--- config.mk ---
export PLATFORM = sky130hd
export DESIGN_NAME = vga_pattern_gen
export DESIGN_NICKNAME = d
export VERILOG_FILES = /design/src/rtl/vga_pkg.sv /design/src/rtl/vga_timing.sv /design/src/rtl/vga_pattern_gen.sv
export SDC_FILE = /design/constraint.sdc
export NUM_CORES = 1
export LEC_CHECK = 0
export ABC_AREA = 1
export CAP_MARGIN = 10
export CORE_UTILIZATION = 63
export CTS_CLUSTER_SIZE = 24
export DETAILED_ROUTE_END_ITERATION = 10
export DONT_BUFFER_PORTS = 1
export PLACE_DENSITY = 0.9
export SYNTH_ARGS = -nofsm -noshare
export SYNTH_HDL_FRONTEND = slang
export SYNTH_SLANG_ARGS = --single-unit
export TNS_END_PERCENT = 50
--- constraint.sdc ---
create_clock -name clk -period 2.8 [get_ports clk]
set_clock_uncertainty 0.2 [all_clocks]
set_input_delay 0.56 -clock clk [delete_from_list [all_inputs] [get_ports clk]]
set_output_delay 0.56 -clock clk [all_outputs]
set_load 0.01 [all_outputs]
--- src/rtl/vga_pkg.sv ---
// rtl/vga_pkg.sv - shared pattern modes, default VGA timing and total helpers
package vga_pkg;

  typedef enum logic [1:0] {
    MODE_BARS    = 2'd0,
    MODE_CHECKER = 2'd1,
    MODE_BORDER  = 2'd2,
    MODE_SOLID   = 2'd3
  } mode_e;

  localparam int DEF_H_ACTIVE = 640;
  localparam int DEF_H_FP     = 16;
  localparam int DEF_H_SYNC   = 96;
  localparam int DEF_H_BP     = 48;
  localparam int DEF_V_ACTIVE = 480;
  localparam int DEF_V_FP     = 10;
  localparam int DEF_V_SYNC   = 2;
  localparam int DEF_V_BP     = 33;
  localparam int MAX_TOTAL    = 1024;

  function automatic int timing_total(input int act, input int fp, input int sync, input int bp);
    return act + fp + sync + bp;
  endfunction

endpackage

--- src/rtl/vga_timing.sv ---
// rtl/vga_timing.sv - h/v raster counters with sync-window and visible-region decode
module vga_timing
  import vga_pkg::*;
#(
  parameter int H_ACTIVE = DEF_H_ACTIVE,
  parameter int H_FP     = DEF_H_FP,
  parameter int H_SYNC   = DEF_H_SYNC,
  parameter int H_BP     = DEF_H_BP,
  parameter int V_ACTIVE = DEF_V_ACTIVE,
  parameter int V_FP     = DEF_V_FP,
  parameter int V_SYNC   = DEF_V_SYNC,
  parameter int V_BP     = DEF_V_BP,
  parameter bit SYNC_POL = 1'b0
) (
  input  logic       clk,
  input  logic       rst,
  input  logic       en,
  output logic [9:0] h,
  output logic [9:0] v,
  output logic       line_end,
  output logic       hsync,
  output logic       vsync,
  output logic       active
);

  localparam int H_TOTAL = timing_total(H_ACTIVE, H_FP, H_SYNC, H_BP);
  localparam int V_TOTAL = timing_total(V_ACTIVE, V_FP, V_SYNC, V_BP);

  if (H_TOTAL > MAX_TOTAL || V_TOTAL > MAX_TOTAL) begin : g_total_check
    $error("vga_timing: line or frame total exceeds 10-bit counter range");
  end

  localparam logic [9:0] H_MAX    = 10'(H_TOTAL - 1);
  localparam logic [9:0] V_MAX    = 10'(V_TOTAL - 1);
  localparam logic [9:0] HS_FIRST = 10'(H_ACTIVE + H_FP);
  localparam logic [9:0] HS_LAST  = 10'(H_ACTIVE + H_FP + H_SYNC - 1);
  localparam logic [9:0] VS_FIRST = 10'(V_ACTIVE + V_FP);
  localparam logic [9:0] VS_LAST  = 10'(V_ACTIVE + V_FP + V_SYNC - 1);
  localparam logic [9:0] H_VIS    = 10'(H_ACTIVE);
  localparam logic [9:0] V_VIS    = 10'(V_ACTIVE);

  assign line_end = (h == H_MAX);

  always_ff @(posedge clk) begin
    if (rst) begin
      h <= '0;
      v <= '0;
    end else if (en) begin
      if (line_end) begin
        h <= '0;
        v <= (v == V_MAX) ? 10'd0 : v + 10'd1;
      end else begin
        h <= h + 10'd1;
      end
    end
  end

  // vsync depends on the line count only, so it spans whole lines
  assign hsync  = (h >= HS_FIRST && h <= HS_LAST) ? SYNC_POL : ~SYNC_POL;
  assign vsync  = (v >= VS_FIRST && v <= VS_LAST) ? SYNC_POL : ~SYNC_POL;
  assign active = (h < H_VIS) && (v < V_VIS);

endmodule

--- src/rtl/vga_pattern_gen.sv ---
// rtl/vga_pattern_gen.sv - VGA timing plus frame-latched test patterns behind one output register
module vga_pattern_gen
  import vga_pkg::*;
#(
  parameter int H_ACTIVE   = DEF_H_ACTIVE,
  parameter int H_FP       = DEF_H_FP,
  parameter int H_SYNC     = DEF_H_SYNC,
  parameter int H_BP       = DEF_H_BP,
  parameter int V_ACTIVE   = DEF_V_ACTIVE,
  parameter int V_FP       = DEF_V_FP,
  parameter int V_SYNC     = DEF_V_SYNC,
  parameter int V_BP       = DEF_V_BP,
  parameter int COLOR_W    = 3,
  parameter int NUM_BARS   = 8,
  parameter int CHECK_LOG2 = 5,
  parameter bit SYNC_POL   = 1'b0
) (
  input  logic               clk,
  input  logic               rst,
  input  logic               en,
  input  logic [1:0]         mode,
  input  logic [COLOR_W-1:0] solid_color,
  output logic               hsync,
  output logic               vsync,
  output logic               active,
  output logic [9:0]         x,
  output logic [9:0]         y,
  output logic [COLOR_W-1:0] color,
  output logic               frame_start,
  output logic [15:0]        frame_count
);

  if (H_ACTIVE % NUM_BARS != 0) begin : g_bar_check
    $error("vga_pattern_gen: H_ACTIVE must be divisible by NUM_BARS");
  end

  localparam int BAR_W = H_ACTIVE / NUM_BARS;
  localparam logic [9:0] BAR_LAST = 10'(BAR_W - 1);
  localparam logic [9:0] H_EDGE   = 10'(H_ACTIVE - 1);
  localparam logic [9:0] V_EDGE   = 10'(V_ACTIVE - 1);

  logic [9:0] h, v;
  logic       line_end, t_hsync, t_vsync, t_active;

  vga_timing #(
    .H_ACTIVE(H_ACTIVE), .H_FP(H_FP), .H_SYNC(H_SYNC), .H_BP(H_BP),
    .V_ACTIVE(V_ACTIVE), .V_FP(V_FP), .V_SYNC(V_SYNC), .V_BP(V_BP),
    .SYNC_POL(SYNC_POL)
  ) u_timing (
    .clk(clk), .rst(rst), .en(en),
    .h(h), .v(v), .line_end(line_end),
    .hsync(t_hsync), .vsync(t_vsync), .active(t_active)
  );

  // bar_cnt/bar_idx track h so the bar index never needs a divider
  logic [9:0]         bar_cnt;
  logic [COLOR_W-1:0] bar_idx;

  always_ff @(posedge clk) begin
    if (rst) begin
      bar_cnt <= '0;
      bar_idx <= '0;
    end else if (en) begin
      if (line_end) begin
        bar_cnt <= '0;
        bar_idx <= '0;
      end else if (bar_cnt == BAR_LAST) begin
        bar_cnt <= '0;
        bar_idx <= bar_idx + COLOR_W'(1);
      end else begin
        bar_cnt <= bar_cnt + 10'd1;
      end
    end
  end

  mode_e              mode_q, cur_mode;
  logic [COLOR_W-1:0] solid_q, cur_solid, pix;
  logic               origin, started;

  // the pixel at (0,0) already uses the freshly sampled selection
  always_comb begin
    origin    = (h == 10'd0) && (v == 10'd0);
    cur_mode  = origin ? mode_e'(mode) : mode_q;
    cur_solid = origin ? solid_color : solid_q;
    pix       = '0;
    case (cur_mode)
      MODE_BARS:    pix = bar_idx;
      MODE_CHECKER: pix = {COLOR_W{h[CHECK_LOG2] ^ v[CHECK_LOG2]}};
      MODE_BORDER:  pix = {COLOR_W{(h == 10'd0) || (h == H_EDGE) || (v == 10'd0) || (v == V_EDGE)}};
      MODE_SOLID:   pix = cur_solid;
      default:      pix = '0;
    endcase
    if (!t_active) pix = '0;
  end

  always_ff @(posedge clk) begin
    if (rst) begin
      mode_q      <= MODE_BARS;
      solid_q     <= '0;
      started     <= 1'b0;
      hsync       <= ~SYNC_POL;
      vsync       <= ~SYNC_POL;
      active      <= 1'b0;
      x           <= '0;
      y           <= '0;
      color       <= '0;
      frame_start <= 1'b0;
      frame_count <= '0;
    end else if (en) begin
      if (origin) begin
        mode_q  <= cur_mode;
        solid_q <= cur_solid;
        started <= 1'b1;
        if (started) frame_count <= frame_count + 16'd1;
      end
      hsync       <= t_hsync;
      vsync       <= t_vsync;
      active      <= t_active;
      x           <= h;
      y           <= v;
      color       <= pix;
      frame_start <= origin;
    end
  end

endmodule

Word-level counts from Yosys, hierarchy flattened
Index checks and enable logic that the tools add are counted.

Reduce and logical (&&, ||, !) cells: 15. Order comparisons: 6. Muxes and demuxes: 12. Add/sub/neg operators: 5. Bitwise operators: 1. Equal/unequal tests: 8.

Operator list (count): $mux 10 (4); $add 10x1->10 const B (3); $eq 10x10->1 const B (3); $logic_not 10->1 (2); $add 16x1->16 const B (1); $mux 3 (4); $pmux 3 s4 (1); $eq 10x7->1 const B (1); $eq 10x9->1 const B (1); $ge 10x10->1 const B (1); $ge 10x9->1 const B (1); $le 10x10->1 const B (1); $le 10x9->1 const B (1); $lt 10x10->1 const B (1); $lt 10x9->1 const B (1); $reduce_and 2->1 (3); $eq 2x2->1 const B (2); $logic_and 1x1->1 (4); $add 3x1->3 const B (1); $logic_or 1x1->1 (3); $reduce_and 3->1 (1); $eq 2x1->1 const B (1); $logic_not 2->1 (1); $mux 1 (2); other kinds (3) (3).

Word-level logic and storage cells: 62. Output and inout bits: 43. Bits of input ports: 8. Bits in registers: 82.

Logic depth before layout (Yosys ltp)
Depth in word-level cells: 6. Gate-level depth with buffers: 14.

Modules after synthesis
A second synthesis with hierarchy kept.

Cell total of the unflattened synthesis: 594. Area total of the unflattened synthesis: 4156.5 µm².

Modules (own cells, without submodules): vga_pattern_gen (area an instance 2985.4 µm², cells each 420, sequential area each 1241.2 µm², times used 1); vga_timing (area an instance 1171.1 µm², cells each 174, sequential area each 400.4 µm², times used 1).

Worst setup path after synthesis
No wires, ideal clock.

Path type: flip-flop to flip-flop. Start point: reg u_timing.v[0]. End point: reg frame_count[12]. Stages on the path, launching flop included: 14. Setup slack: 0.749 ns. Path buffers: 0. Data arrival time: 1.720 ns. Data required time: 2.469 ns. Clock period less this slack: 2.051 ns. Path through: dfxtp_1 inv_1 ha_1 inv_1 nor2_1 nand3_4 nor2_8 nand2_4 nor2_8 nand2_4 nor2_2 nand3_1 nor2_1 nor3b_2.

Longest elaborated chain between the ends: 3.

RTL lines: start, declared (RTL line vga_timing.sv:19) `output logic [9:0] v,`; start signal, assigned (RTL line vga_timing.sv:51) `v <= (v == V_MAX) ? 10'd0 : v + 10'd1;`; $logic_not 10->1 (RTL line vga_pattern_gen.sv:82) `origin = (h == 10'd0) && (v == 10'd0);`; $logic_and 1x1->1 (RTL line vga_pattern_gen.sv:82); $reduce_and 3->1 (no line); end signal, assigned (RTL line vga_pattern_gen.sv:114) `if (started) frame_count <= frame_count + 16'd1;`; end, declared (RTL line vga_pattern_gen.sv:30) `output logic [15:0] frame_count`.

Every way passes these cells. A chain may end at the register's enable or synchronous reset.

Final worst setup path
Same ends and word-level chain as after synthesis.

==> impl_metrics.toml <==
[yosys]
mappedNetlistNets = 560
mappedNetlistArea_sq_um = 4000
ys_seq_area_share_pct = 41.1
yosysUniqueCellTypes = 41
syn-mean-instance-area_sq_um = 7.35
synthesis.instances = 544
synth.ff_latch_count = 82
yosys_warnings = 0

[floorplanning]
die_h_microns = 81.6
initial_utilization_pct = 66.3
floorplan.die.width_microns = 81.6
number_of_placement_rows = 28
die_ar_sq_um = 6670
core_region_area_sq_um = 6030
num_io_pins = 51

[clock_tree]
clock_sink_count = 82
cts_max_path_buffers = 2
clk_transition_reported_paths_ns = 0.09
postCtsSetupBuffers = 0
cts_tree = "done"
numCtsBuffers = 9
clock_latency_ns = 0.35
clockRootBuffer = "sky130_fd_sc_hd__clkbuf_8"
cts.hold.buffers_added = 0
cts-resized-gates = 0
cts.htree.levels = 3

[setup_path]
setup.worst_path.end_class = "flop"
critical_path_peak_fanout = 13
critical_path.startpoint = "u_timing.v[0]"
critical_path.reg2reg.startpoint = "u_timing.v[0]"
crit_path_start_kind = "flop"
critical_path_data_required_time_ns = 2.84
crit_type = "flop to flop"
worstPathArrival_ns = 2.40

[route]
detail_route.first_pass.iterations = 6
route.detailed.drc = 0
postRouteWirelength_microns = 9200
drt_iter0_drc = 319
drt.antenna.violating_nets = 0
vias = 3601
wirelength_per_cell_microns = 14.9
detail_route.vias_per_cell = 5.83

[pwr]
p_sw_mw = 0.569
fin_total_pwr_mw = 2.26
total_leakage_power_nw = 1.58
clkPwrFrac_pct = 37.7
share_comb_of_total_power_pct = 7.5
intPower_mw = 1.70
power_switching_share_pct = 25.1
worst_ir_drop_vdd_uv = 553
power-per-cell-area_nw_per_um2 = 538
sequentialPowerShare_pct = 54.7

[cells_and_area]
layout.cells.most_common = "sky130_fd_sc_hd__nand2_1"
final_net_count = 554
layout.core_utilization_pct = 69.8
antenna_cells = 0
layout-area-overhead-vs-synth_pct = 5.23
commonest_cells_after_routing_fill_and_taps_aside = "sky130_fd_sc_hd__nand2_1, sky130_fd_sc_hd__dfxtp_1, sky130_fd_sc_hd__nor2_1, sky130_fd_sc_hd__a21oi_1, sky130_fd_sc_hd__inv_1"
ratio_of_cells_with_drive_above_1_in_the_final_layout_pct = 8.10

[global_routing]
grt.overflow.total = 0
initial_antenna_violation_count = 0
grt_start_max_net_pins = 47
wire_length_of_the_first_global_routing_pass_microns = 14900
global_route.usage.total_pct = 29.1
via_count_of_the_first_global_routing_pass = 3265

[sta]
final.min_clock_period_ns = 2.36
max-slew-margin-rel_pct = 59.9
fin_tns_setup_ns = 0
grt_setup_unrepaired = "no"
max_freq_mhz = 424
tightestPinTransition_ns = 0.601
setup_viol = 0
final.period_utilization_pct = 84.2
timing_hold_violations_final = 0
timing.final.max_slew_violations = 0

[outcome]
status = "finished clean"

[worst_hold_path]
hold_path.class = "input port to flop"
worst_hold_startpoint = "rst"

[placed_design]
numPortBuffers = 0
gpl.final_weighted_congestion = 0.974
dpl_wire_length_microns = 6500

[flow_run]
cap_violations = 0
## cells by family after synthesis
family	after synthesis	synth area share (%)
simple gates	259	31.8
compound gates	104	14.0
flops	82	41.1
buf+inv	79	8.01
xor+xnor	12	2.63
fa+ha+maj	8	2.50
## per-stage QoR
stage	instances	setup slack, ns	instance area (sq um)	hold WS [ns]
6_report	618	0.441	4210	0.0668
5_1_grt	618	0.205	4210	0.0553
4_1_cts	618	0.443	4210	0.0641
3_5_place_dp	602	0.463	4010	0.268
3_3_place_gp	602	0.582	4010	0.257
2_1_floorplan	544	0.749	4000	0.242
## worst max-delay path, stage by stage, from the launching register on
cell	delay, ns
sky130_fd_sc_hd__dfxtp_1	0.34
sky130_fd_sc_hd__inv_1	0.17
sky130_fd_sc_hd__ha_1	0.17
sky130_fd_sc_hd__inv_1	0.05
sky130_fd_sc_hd__nor2_1	0.16
sky130_fd_sc_hd__nand3_4	0.12
sky130_fd_sc_hd__nor2_8	0.18
sky130_fd_sc_hd__nand2_4	0.13
sky130_fd_sc_hd__nor2_8	0.13
sky130_fd_sc_hd__nand2_4	0.13
sky130_fd_sc_hd__nor2_2	0.15
sky130_fd_sc_hd__nand3_1	0.11
sky130_fd_sc_hd__nor2_1	0.15
sky130_fd_sc_hd__nor3b_2	0.06
## metal layers
layer,GRT usage (%),routed length (microns),vias to the layer above
met1,38.8,4150,1649
met2,47.2,4300,132
met5,0,0,-
met3,6.22,623,19
met4,8.77,131,0
li1,-,-,1801
## area by class of cell
| type | instances | area, sq um |
|---|---|---|
| clock buffers | 11 | 141 |
| fillers | 485 | 1820 |
| repair buffers | 2 | 15.0 |
| inverters | 60 | 225 |
| clock inverters | 5 | 53.8 |
| flip-flops and latches | 82 | 1640 |
| multi-input cells | 383 | 2030 |
| well taps | 75 | 93.8 |
## registers in the layout, indices dropped and copies added, names as in the netlist, 2 cells and up
name         flops
x               10
mode_q           2
frame_count     16
solid_q          3
bar_idx          3
color            3
u_timing.h      10
y               10
u_timing.v      10
bar_cnt         10
## power by group through the flow
stage / Combinational [mW] / Sequential (mW) / Clock, mW
after floorplan: 0.153 / 1.26 / 0
after global placement: 0.161 / 1.26 / 0
after detailed placement: 0.170 / 1.27 / 0
after CTS: 0.171 / 1.24 / 0.855
after global routing: 0.194 / 1.24 / 0.910
final: 0.171 / 1.24 / 0.854
## synth_stat cells (all sizes together)
cell    instances  share of area (%)
a211oi         10                1.9
a21oi          59                7.4
a31oi           1               0.16
and3            2               0.31
buf             8                1.3
clkbuf         11                1.0
clkinv          1              0.094
dfxtp          82                 41
ha              8                2.5
inv            59                5.5
nand2         100                9.8
nand3          38                5.3
nand3b          4               0.75
nand4          13                2.0
nor2           69                8.5
nor3           25                3.5
nor3b           3               0.69
nor4            4               0.63
o211ai          1               0.19
o21ai          31                4.0
o21bai          1               0.19
o41ai           1               0.22
or2             1               0.16
xnor2           4               0.88
xor2            8                1.8
## path summary, 6_finish.rpt
check                    end  slack, ns  depth (start not counted)
min                     x[1]       0.07                          1
max reg2reg  frame_count[12]       0.44                         13
max          frame_count[12]       0.44                         13
min reg2reg       solid_q[0]       0.28                          2
Note: power is estimated with default switching activity, not from simulation.
==> RTL edit 1 (same settings) <==
`SYNC_POL` is set to 1'b0 in 2 places; all go to 1'b1.
--- a/src/rtl/vga_timing.sv
+++ b/src/rtl/vga_timing.sv
@@ -10,7 +10,7 @@
   parameter int V_FP     = DEF_V_FP,
   parameter int V_SYNC   = DEF_V_SYNC,
   parameter int V_BP     = DEF_V_BP,
-  parameter bit SYNC_POL = 1'b0
+  parameter bit SYNC_POL = 1'b1
 ) (
   input  logic       clk,
   input  logic       rst,
--- a/src/rtl/vga_pattern_gen.sv
+++ b/src/rtl/vga_pattern_gen.sv
@@ -13,7 +13,7 @@
   parameter int COLOR_W    = 3,
   parameter int NUM_BARS   = 8,
   parameter int CHECK_LOG2 = 5,
-  parameter bit SYNC_POL   = 1'b0
+  parameter bit SYNC_POL   = 1'b1
 ) (
   input  logic               clk,
   input  logic               rst,
Check against the original RTL: not equivalent (a bounded check fails within 4 cycles, from zero or initial values and one cycle with rst high).
==> RTL edit 1 against the unedited design <==
Synthesized area is 0.75% higher; sequential cell count stayed put; worst setup slack better by 0.0071 ns; power is 4.3% lower; cell area hardly changed; wire length is 2.2% lower; largest power group unchanged.
==> RTL edit 1: results (changes against the unedited design) <==
Crit Path Max Fanout: 15 (was 13)
Placed insts: 603 (was 602)
Lkg Pwr: 1.64 nW (was 1.58 nW)
Place WS: 0.475 ns (was 0.463 ns)
Syn_nets: 561 (was 560)
Hold slack: 0.0580 ns (was 0.0668 ns)
DRT met1 WL: 3.93 mm (was 4.15 mm)
# nets final: 555 (was 554)
Pwr dens: 515 nW/um^2 (was 538 nW/um^2)
Global-route wire length before repair: 14.2 mm (was 14.9 mm)
Outcome: finished, final reports clean (unchanged)
Clk root buf: clkbuf_8 (unchanged)
Finished Layout Cells: 619 (was 618)
Fillers: 472 (was 485)
Hold Path End: color[0] (was x[1])
Max capacitance violation total: 0 (unchanged)
DP Area: 4030 sq um (was 4010 sq um)
Maximum VDD drop: 0.334 mV (was 0.553 mV)
Area contributors post-synth: dfxtp_1, nand2_1, a21oi_1 (unchanged)
Sequential fraction of the synthesis area: 40.8% (was 41.1%)
DR WL met3: 826 um (was 623 um)
Largest net degree at the start of global routing: 48 (was 47)
Share of layout cells above drive strength 1: 8.46% (was 8.10%)
Max transition margin: 55.6% (was 59.9%)
GRT Resource Usage Total: 27.8% (was 29.1%)
Max reg flops: 16 (unchanged)
Post-Synthesis Cells: 545 (was 544)
1st-pass router iterations: 4 (was 6)
Worst hold path type: in -> reg (unchanged)
M1 GR Usage: 35.1% (was 38.8%)
Via-to-Cell Ratio: 5.92 (was 5.83)
Gp weighted congestion: 0.879 (was 0.974)
Post-synth top cells: nand2_1, dfxtp_1, nor2_1 (was nand2_1, dfxtp_1, a21oi_1, nor2_1, inv_1)
Synth unique cells: 40 (was 41)
Hpwl dp: 6.30 mm (was 6.50 mm)
-- RTL edit 1: cell types whose count changed after synthesis, sizes merged, moves of 3 or more --
cell    unedited run  this run
nor3              25        29
nand3b             4         1
nand3             38        34
a21oi             59        56
a211oi            10         7
xor2               8        13
-- RTL edit 1: worst max path at each step --
stage	from	endpoint	slack, ns	cells after the start
floorplan	u_timing.v[0]	frame_count[12]	0.80	13
global placement	u_timing.v[0]	frame_count[12]	0.56	13
detailed placement	u_timing.v[0]	frame_count[12]	0.47	13
CTS	u_timing.v[0]	frame_count[12]	0.47	13
global route	u_timing.v[0]	frame_count[12]	0.25	13
finish	u_timing.v[0]	frame_count[12]	0.45	13
-- RTL edit 1: power breakdown --
part	switching, mW	leakage [nW]	internal, mW
clock network	0.431	0.0851	0.342
logic	0.102	0.887	0.0570
registers	0.0331	0.667	1.20
total	0.566	1.64	1.60
-- RTL edit 1: area by class of cell --
cell class,instances,area share [%]
timing repair buffer,2,0.357
tap,75,2.23
multi-input combinational,382,48.8
clock inverter,5,0.714
clock buffer,11,3.36
inverter,62,5.54
sequential,82,39.0
-- RTL edit 1: cell families (layout without fill, tap and decap cells) --
group           Yosys count  count (layout)  share of synthesized area (%)
compound gates          102             102                           13.5
fa+ha+maj                 8               8                           2.49
buf+inv                  81              80                           8.33
flops                    82              82                           40.8
xor+xnor                 15              15                           3.26
simple gates            257             257                           31.6
-- RTL edit 1: worst max-delay path, stage by stage (launching register included) --
cell,delay [ns]
dfxtp_1,0.36
inv_1,0.17
ha_1,0.18
inv_1,0.04
nor2_1,0.10
nand3_2,0.14
nor2_8,0.19
nand3_4,0.19
nor2_8,0.25
nand2_4,0.11
nor2_8,0.12
nand4_1,0.09
nand2_1,0.07
nor2_1,0.04
==> RTL edit 2 (same flow settings) <==
Without the edit above. Reset style: asynchronous (`rst`), changed in 3 clocked blocks.
--- a/src/rtl/vga_timing.sv
+++ b/src/rtl/vga_timing.sv
@@ -41,7 +41,7 @@
 
   assign line_end = (h == H_MAX);
 
-  always_ff @(posedge clk) begin
+  always_ff @(posedge clk or posedge rst) begin
     if (rst) begin
       h <= '0;
       v <= '0;
--- a/src/rtl/vga_pattern_gen.sv
+++ b/src/rtl/vga_pattern_gen.sv
@@ -56,7 +56,7 @@
   logic [9:0]         bar_cnt;
   logic [COLOR_W-1:0] bar_idx;
 
-  always_ff @(posedge clk) begin
+  always_ff @(posedge clk or posedge rst) begin
     if (rst) begin
       bar_cnt <= '0;
       bar_idx <= '0;
@@ -93,7 +93,7 @@
     if (!t_active) pix = '0;
   end
 
-  always_ff @(posedge clk) begin
+  always_ff @(posedge clk or posedge rst) begin
     if (rst) begin
       mode_q      <= MODE_BARS;
       solid_q     <= '0;
Check against the original RTL: differs if rst is asserted again (counterexample within 4 cycles, from zero or initial values and one cycle with rst high); with rst held inactive, the same outputs for 10 cycles.
==> RTL edit 2 against the unedited design <==
Sequential cell count did not move; via count fell by 6.8%; sequential share of layout area is 6.8 points higher; wire length fell by 2.0%; synthesized area up 5.1%; cell area rose by 6.5%; worst setup slack better by 0.069 ns.
Power is not compared: it rests on default switching activity, and its combinational part moved more than twofold at a synthesized area within 25%.
==> RTL edit 2: results (changes against the unedited design) <==
Top Family by Delay on Critical Path: simple AND/OR/NAND/NOR gates (unchanged)
1st-pass router iterations: 5 (was 6)
DR WL met3: 661 um (was 623 um)
Grt met3 use: 9.30% (was 6.22%)
Maximum VDD drop: 0.504 mV
Clk_lat worst skew: 0.36 ns
Async SR Flop Fraction: 100% (was 0%)
Initial antenna violation count: 0 (unchanged)
DRT iter0 DRCs: 236 (was 319)
Vias in the first global route: 3393 (was 3265)
Hold Path Cell Cnt: 1 (unchanged)
Hpwl dp: 6.63 mm (was 6.50 mm)
Post-CTS setup buffer count: 0 (unchanged)
Worst r2r path cells: 13 (unchanged)
Global-route wire length before repair: 15.6 mm (was 14.9 mm)
Largest net degree at the start of global routing: 32 (was 47)
CP arrival: 2.34 ns (was 2.40 ns)
Post_cts resized: 0 (unchanged)
Clk pin slew, worst setup/hold paths: 0.08 ns
Max reg flops: 16 (unchanged)
Htree depth: 3 (unchanged)
Sequential fraction of the synthesis area: 48.9% (was 41.1%)
DRT met1 WL: 3.89 mm (was 4.15 mm)
Worst hold path type: in -> reg (unchanged)
Synth unique cells: 41 (unchanged)
Area contributors post-synth: dfrtp_1, nand2_1, inv_1 (was dfxtp_1, nand2_1, a21oi_1)
Outcome: finished, final reports clean (unchanged)
Met2 routed WL: 4.32 mm (was 4.30 mm)
GRT Resource Usage Total: 28.3% (was 29.1%)
Gp weighted congestion: 0.902 (was 0.974)
Post-synth top cells: nand2_1, dfrtp_1, inv_1 (was nand2_1, dfxtp_1, a21oi_1, nor2_1, inv_1)
Crit Path Max Fanout: 8 (was 13)
Lkg Pwr: 2.17 nW
DP Area: 4300 sq um (was 4010 sq um)
Worst Setup EP: color[0] (was frame_count[12])
Hold_sp: en (was rst)
Port bufs: 0 (unchanged)
Top FF cell, synth: dfrtp_1 (was dfxtp_1)
YS warnings: 0 (unchanged)
Critical R2R Capture: color[0] (was frame_count[12])
Crit Path Class: reg -> reg (unchanged)
M1 GR Usage: 36.3% (was 38.8%)
R2R setup slack: 0.51 ns (was 0.44 ns)
Top sig layer: met4 (unchanged)
GR Util met2: 45.2% (was 47.2%)
RR Startpoint: u_timing.v[0] (unchanged)
Inserted Clock Buffers: 9 (unchanged)
Syn_nets: 508 (was 560)
Critical-path top delay cell: dfrtp_1 (was dfxtp_1)
Worst Tran Pin Value: 0.683 ns (was 0.601 ns)
Hold Path End: u_timing.h[1] (was x[1])
Largest Register: frame_count (unchanged)
Antenna diode count: 0 (unchanged)
DR WL/cell: 15.5 um (was 14.9 um)
Via-to-Cell Ratio: 5.79 (was 5.83)
Share of layout cells above drive strength 1: 10.3% (was 8.10%)
Clk buf depth: 2 (unchanged)
Clk root buf: clkbuf_8 (unchanged)
Crit-path max cell delay: 0.42 ns (was 0.34 ns)
RTL edit 2: kinds of logic (layout without fill, tap and decap cells):
group	count (synthesis)	count (layout)	share of synthesized area [%]
compound gates	69	69	9.23
fa+ha+maj	8	8	2.38
buf+inv	80	91	7.39
xor+xnor	22	22	4.59
simple gates	231	231	27.5
flops	82	82	48.9
RTL edit 2: cell type report:
class | instances | area, sq um
clock buffers | 12 | 145
clock inverters | 4 | 27.5
fillers | 478 | 1910
inverters | 70 | 267
multi-input cells | 330 | 1840
flip-flops and latches | 82 | 2050
well taps | 77 | 96.3
repair buffers | 5 | 52.6
RTL edit 2: worst reg2reg max path, cell delays in order, from the launching register on:
cell	delay, ns
dfrtp_1	0.42
inv_1	0.17
ha_1	0.20
inv_1	0.06
nor2_1	0.15
nand3_2	0.14
nor2_8	0.16
nand2_2	0.12
nand2_2	0.11
nand2_4	0.07
o21ai_2	0.16
nand3_1	0.11
nand2_1	0.07
nand2_1	0.05
RTL edit 2: what timing repair did:
action,4_1_cts,5_1_grt
hold endpoints to repair,28,0
endpoints found under the setup margin,0,0
hold buffers,1,0
RTL edit 2: where the power goes:
group | total, mW | switching (mW) | internal, mW
Sequential | 1.59 | 0.218 | 1.37
Clock | 0.776 | 0.430 | 0.345
Combinational | 0.561 | 0.367 | 0.194
Total | 2.93 | 1.02 | 1.91
RTL edit 2: per-stage QoR:
stage,cells,setup WS [ns],util (%),hold WS [ns]
finish,580,0.510,70.1,0.138
global route,580,0.274,70.1,0.106
CTS,580,0.532,70.1,0.115
detailed placement,563,0.543,67.3,0.274
global placement,563,0.685,67.3,0.271
floorplan,492,0.781,-,0.253
